$ cat config.mk
export PLATFORM = sky130hd
export DESIGN_NAME = fir_decimator_flat
export DESIGN_NICKNAME = d
export VERILOG_FILES = /design/src/rtl/dsp_pkg.sv /design/src/rtl/fir_decimator_if.sv /design/src/rtl/fir_decimator_sync_fifo.sv /design/src/rtl/fir_decimator.sv /design/src/flat_wrapper.sv
export SDC_FILE = /design/constraint.sdc
export NUM_CORES = 1
export LEC_CHECK = 0
export ABC_AREA = 1
export BUFFER_PORTS_ARGS = -buffer_cell sky130_fd_sc_hd__buf_2
export CORE_MARGIN = 3
export CORE_UTILIZATION = 50
export CTS_CLUSTER_DIAMETER = 40
export DETAILED_ROUTE_END_ITERATION = 10
export GPL_ROUTABILITY_DRIVEN = 0
export GPL_TIMING_DRIVEN = 1
export PLACE_DENSITY_LB_ADDON = 0.08
export SLEW_MARGIN = 0
export SYNTH_ARGS = -nofsm -noshare
export SYNTH_HDL_FRONTEND = slang
export SYNTH_SLANG_ARGS = --single-unit
$ cat constraint.sdc
create_clock -name clk -period 4.6 [get_ports clk]
set_input_delay 0.46 -clock clk [delete_from_list [all_inputs] [get_ports clk]]
set_output_delay 0.46 -clock clk [all_outputs]
set_load 0.02 [all_outputs]
$ cat src/rtl/dsp_pkg.sv
// rtl/dsp_pkg.sv - shared constants and arithmetic helpers for the filter chain stages
package dsp_pkg;

   localparam int DATA_W_DEF = 16;
   localparam int MAX_W      = 32;

   function automatic int clog2(input int value);
      int r;
      r = 0;
      for (int i = 0; i < 31; i++) begin
         if ((1 << r) < value) r++;
      end
      return r;
   endfunction

   // Round-half-up arithmetic shift; caller sign-extends into MAX_W and truncates to its width
   function automatic logic signed [MAX_W-1:0] round_shift(input logic signed [MAX_W-1:0] sum,
                                                           input int shift);
      logic signed [MAX_W-1:0] half;
      half = '0;
      if (shift > 0) half = MAX_W'(1) << (shift - 1);
      return (sum + half) >>> shift;
   endfunction

endpackage

$ cat src/rtl/fir_decimator_if.sv
// rtl/fir_decimator_if.sv - sample input and decimated output handshake bundle
interface fir_decimator_if #(
   parameter int DATA_W = dsp_pkg::DATA_W_DEF
);
   logic                     in_valid;
   logic signed [DATA_W-1:0] in_data;
   logic                     out_valid;
   logic                     out_ready;
   logic signed [DATA_W-1:0] out_data;

   modport master (output in_valid, in_data, out_ready, input out_valid, out_data);
   modport slave  (input in_valid, in_data, out_ready, output out_valid, out_data);
endinterface

$ cat src/rtl/fir_decimator_sync_fifo.sv
// rtl/fir_decimator_sync_fifo.sv - show-ahead synchronous FIFO with flush, push accepted when full if popping
module sync_fifo
   import dsp_pkg::*;
#(
   parameter int  DATA_W = DATA_W_DEF,
   parameter int  DEPTH  = 4,
   localparam int AW     = clog2(DEPTH),
   localparam int CNT_W  = AW + 1
) (
   input  logic              clk,
   input  logic              rst_n,
   input  logic              clr,
   input  logic              push,
   input  logic [DATA_W-1:0] push_data,
   input  logic              pop,
   output logic [DATA_W-1:0] head_data,
   output logic              full,
   output logic              empty,
   output logic [CNT_W-1:0]  count
);
   logic [DATA_W-1:0] mem [DEPTH];
   logic [AW-1:0]     wr_ptr;
   logic [AW-1:0]     rd_ptr;
   logic              do_push;
   logic              do_pop;

   assign empty     = (count == '0);
   assign full      = (count == CNT_W'(DEPTH));
   assign do_pop    = pop & ~empty;
   assign do_push   = push & (~full | do_pop);
   assign head_data = mem[rd_ptr];

   // Storage is cleared too so the head reads zero after reset or flush
   always_ff @(posedge clk or negedge rst_n) begin
      if (!rst_n) begin
         wr_ptr <= '0;
         rd_ptr <= '0;
         count  <= '0;
         for (int i = 0; i < DEPTH; i++) mem[i] <= '0;
      end else if (clr) begin
         wr_ptr <= '0;
         rd_ptr <= '0;
         count  <= '0;
         for (int i = 0; i < DEPTH; i++) mem[i] <= '0;
      end else begin
         if (do_push) begin
            mem[wr_ptr] <= push_data;
            wr_ptr      <= wr_ptr + AW'(1);
         end
         if (do_pop) rd_ptr <= rd_ptr + AW'(1);
         case ({do_push, do_pop})
            2'b10:   count <= count + CNT_W'(1);
            2'b01:   count <= count - CNT_W'(1);
            default: count <= count;
         endcase
      end
   end

endmodule

$ cat src/rtl/fir_decimator.sv
// rtl/fir_decimator.sv - integrate-and-dump decimator with rounding and an output FIFO
module fir_decimator
   import dsp_pkg::*;
#(
   parameter int  DATA_W     = DATA_W_DEF,
   parameter int  DECIM      = 4,
   parameter int  FIFO_DEPTH = 4,
   localparam int SHIFT      = clog2(DECIM),
   localparam int ACC_W      = DATA_W + SHIFT,
   localparam int CNT_W      = clog2(FIFO_DEPTH) + 1
) (
   input  logic             clk,
   input  logic             rst_n,
   input  logic             clr,
   fir_decimator_if.slave   bus,
   output logic [CNT_W-1:0] fifo_count,
   output logic             overflow
);
   logic [SHIFT-1:0]        phase;
   logic signed [ACC_W-1:0] acc;
   logic signed [ACC_W-1:0] sum;
   logic [DATA_W-1:0]       result;
   logic                    last_phase;
   logic                    dump;
   logic                    pop_fire;
   logic                    fifo_full;
   logic                    fifo_empty;

   assign sum        = acc + {{SHIFT{bus.in_data[DATA_W-1]}}, bus.in_data};
   assign result     = DATA_W'(round_shift(MAX_W'(sum), SHIFT));
   assign last_phase = (phase == SHIFT'(DECIM - 1));
   assign dump       = bus.in_valid & last_phase & ~clr;
   assign pop_fire   = bus.out_valid & bus.out_ready;
   assign bus.out_valid = ~fifo_empty;

   always_ff @(posedge clk or negedge rst_n) begin
      if (!rst_n) begin
         phase    <= '0;
         acc      <= '0;
         overflow <= 1'b0;
      end else if (clr) begin
         phase    <= '0;
         acc      <= '0;
         overflow <= 1'b0;
      end else begin
         if (bus.in_valid) begin
            if (last_phase) begin
               acc   <= '0;
               phase <= '0;
            end else begin
               acc   <= sum;
               phase <= phase + SHIFT'(1);
            end
         end
         // A dump into a full FIFO only survives when the head leaves on the same edge
         if (dump & fifo_full & ~pop_fire) overflow <= 1'b1;
      end
   end

   sync_fifo #(
      .DATA_W (DATA_W),
      .DEPTH  (FIFO_DEPTH)
   ) u_fifo (
      .clk       (clk),
      .rst_n     (rst_n),
      .clr       (clr),
      .push      (dump),
      .push_data (result),
      .pop       (bus.out_ready),
      .head_data (bus.out_data),
      .full      (fifo_full),
      .empty     (fifo_empty),
      .count     (fifo_count)
   );

endmodule

$ cat src/flat_wrapper.sv
// flat-port wrapper written by rule: the top's interface ports become plain ports
module fir_decimator_flat import dsp_pkg::*;
#(
   parameter int  DATA_W     = DATA_W_DEF,
   parameter int  DECIM      = 4,
   parameter int  FIFO_DEPTH = 4,
   localparam int SHIFT      = clog2(DECIM),
   localparam int ACC_W      = DATA_W + SHIFT,
   localparam int CNT_W      = clog2(FIFO_DEPTH) + 1
)
  (clk, rst_n, clr, fifo_count, overflow, bus_in_valid, bus_in_data, bus_out_ready, bus_out_valid, bus_out_data);
  fir_decimator_if #(.DATA_W(DATA_W)) bus_i ();
  input  logic clk;
  input  logic rst_n;
  input  logic clr;
  output logic [CNT_W-1:0] fifo_count;
  output logic overflow;
  input wire logic [$bits(bus_i.in_valid)-1:0] bus_in_valid;
  input wire logic [$bits(bus_i.in_data)-1:0] bus_in_data;
  input wire logic [$bits(bus_i.out_ready)-1:0] bus_out_ready;
  output wire logic [$bits(bus_i.out_valid)-1:0] bus_out_valid;
  output wire logic [$bits(bus_i.out_data)-1:0] bus_out_data;
  assign bus_i.in_valid = bus_in_valid;
  assign bus_i.in_data = bus_in_data;
  assign bus_i.out_ready = bus_out_ready;
  assign bus_out_valid = bus_i.out_valid;
  assign bus_out_data = bus_i.out_data;
  fir_decimator #(.DATA_W(DATA_W), .DECIM(DECIM), .FIFO_DEPTH(FIFO_DEPTH)) u_core (.clk(clk), .rst_n(rst_n), .clr(clr), .bus(bus_i), .fifo_count(fifo_count), .overflow(overflow));
endmodule
==> out/qor.txt <==
status - finished clean
full die area - 0.0127 mm²
R2R setup slack - 1730 ps
period utilization - 62.7%
Clock Path Buffers - 2
Setup Buffers After CTS - 0
Final ANT Viol Nets - 0
Skew-Pair Late Insertion Delay - 350 ps
port buffer count - 41
total iterations of the first detailed-routing run - 5
Slew Viols, Final - 0
Setup TNS - 0 ps
clock slew at reported path FFs - 70 ps
Final Instance Area - 0.00629 mm²
DRC violations left - 0
clk sinks - 92
FF-to-FF End - u_core.u_fifo.mem[32]$_DFFE_PN0P_
Die Span Y - 113 µm
initial antenna violation count - 0
vias in the first global route - 5131
CP Max Fanout - 34
post-DR vias/cell - 5.43
Synth Instances - 789
Top-Level Pins - 42
global-route wire length before repair - 25000 µm
worst path cell trace - buf_4 > inv_1 > o21ai_0 > o22ai_1 > buf_2
fin crit period - 2880 ps
Yosys top cell area share - 40.4%
count of final setup violators - 0
average cell area after synthesis - 7.22 µm²
Mapped Area - 0.00570 mm²
H-tree depth - 3
top cells by area, synth - dfrtp_1 (40%), nand2_1 (16%), inv_1 (6.7%)
Crit Path Category - register to primary output
vias - 5255
Leak - 3.40 nW
VDD IR max - 267 µV
most common cell in the synthesized netlist - nand2_1
number of hold violations in the final report - 0
core area - 0.0110 mm²
CTS resizes - 0
Arr. time, crit path - 2420 ps
min-delay worst type - primary input to async pin
Tot GR Track Use - 24.3%
Starting Density - 51.9%
dpl hpwl - 10700 µm
top post-synthesis cells by count - nand2_1 (238), inv_1 (102), dfrtp_1 (92)
CP max stage cell - inv_1
die width - 113 µm
Routed WL - 15000 µm
ys async rst share - 100%
Root Driver - clkbuf_16
largest net degree at the start of global routing - 49
Final nets - 869
Worst-Margin Slew - 1010 ps
CP top delay family - buffers and inverters
sequential area share after synthesis - 40.4%
warnings from Yosys - 0
Post-synth EDFFs - 0
max_slew headroom - 32.3%
Peak Freq - 347 MHz
CP max stage delay - 780 ps
Placed Area - 0.00601 mm²
number of synthesized register bits - 92
WP data required - 4140 ps
Num CTS Buffers - 9
Routed WL per cell - 15.5 µm
Area Growth Syn to Fin - 10.4%
pwr dens - 416 mW/mm²
most used flip-flop cell after synthesis - dfrtp_1
CP Capture Type - primary output
Antenna Cells - 0
hold buffer count at cts - 0
# rows - 38
R2R Path Start - u_core.u_fifo.count[0]$_DFFE_PN0P_
global route total overflow - 0
area leader, netlist - dfrtp_1
Worst Setup Start Kind - register
# Max-Cap Violations - 0
Hold Slack - 122 ps
layout cells sized above 1 - 13.2%
R2R cell count - 11
Syn Nets - 835
Starting DRT DRC Count - 447
Crit path buffers/inverters - 3
Distinct cells, synth - 32
TritonCTS clock tree - yes
final setup skew - 10.2 ps
RSZ-0062 raised after global routing - no
## metal layers
layer | track usage (%) | part of all wire [%]
met5 | 0 | 0
met4 | 7.85 | 2.0
met3 | 4.65 | 5.0
met2 | 38.4 | 46
met1 | 33.8 | 47
## placed cells by master (no fill, tap or decap), drive strengths merged
cell,instances
fa,2
or2,1
inv,111
and2,4
xor2,7
nor2,73
clkbuf,9
o31ai,1
nand3,61
a21oi,11
xnor2,2
nand3b,1
nand4,6
o22ai,34
ha,23
clkinv,1
a22o,2
dfrtp,92
nand2,252
clkinvlp,3
o21ai,83
nor3,6
buf,43
## worst max path at each step
stage,startpoint,end,slack (ps),depth (start not counted)
after detailed placement,bus_in_data[0],u_core.u_fifo.mem[63]$_DFFE_PN0P_,1740,17
final,u_core.u_fifo.rd_ptr[0]$_DFFE_PN0P_,bus_out_data[8],1720,5
after global placement,clr,u_core.u_fifo.mem[42]$_DFFE_PN0P_,1740,11
after CTS,u_core.u_fifo.rd_ptr[0]$_DFFE_PN0P_,bus_out_data[15],1750,5
after global routing,u_core.u_fifo.count[0]$_DFFE_PN0P_,u_core.u_fifo.mem[32]$_DFFE_PN0P_,1450,11
after floorplan,bus_in_data[0],u_core.u_fifo.mem[15]$_DFFE_PN0P_,2200,16
## logic make-up after synthesis
| group | after synthesis | synth area share [%] |
|---|---|---|
| AOI/OAI and AO/OA | 131 | 12.8 |
| adders and majority gates | 25 | 5.75 |
| buffers and inverters | 128 | 8.68 |
| and+or+nand+nor | 404 | 30.9 |
| DFF | 92 | 40.4 |
| xor gates and xnor gates | 9 | 1.38 |
## state kept, by name, summed over array words and instances (netlist names)
register	cells
u_core.phase	2
u_core.u_fifo.wr_ptr	2
u_core.u_fifo.rd_ptr	2
u_core.acc	18
u_core.u_fifo.mem	64
u_core.overflow	1
u_core.u_fifo.count	3
## final cells by class
cell class / instances / area (µm²)
sequential: 92 / 2300
inverter: 108 / 405
multi-input combinational: 569 / 2900
clock inverter: 7 / 57.6
fill: 1089 / 4690
timing repair buffer: 43 / 223
tap: 140 / 175
clock buffer: 9 / 225
## per-stage QoR
stage	total power, W	setup WS (ps)	util, %	std cells
global placement	0.00190	1740	54.7	952
detailed placement	0.00192	1740	54.7	952
finish	0.00262	1720	57.3	968
CTS	0.00263	1750	57.3	968
global route	0.00279	1450	57.3	968
floorplan	0.00162	2200	-	789
## where the power goes
group          total (W)  switching [W]  leakage [nW]  internal, W
Combinational   0.000996       0.000691          2.01     0.000305
Sequential      0.000907      0.0000490          1.27     0.000858
Clock           0.000713       0.000340         0.129     0.000373
## worst reg2reg max path, cell delays in order, from the launching register on
cell and delay (ps):
dfrtp_1 440, nor2_1 160, nand2_1 80, nand2_1 120, nand3_1 100, nand2_1 120
inv_2 70, nand2_1 380, inv_1 290, nor2_2 780, nand2_1 110, o21ai_0 130
(Power assumes the default switching activity.)
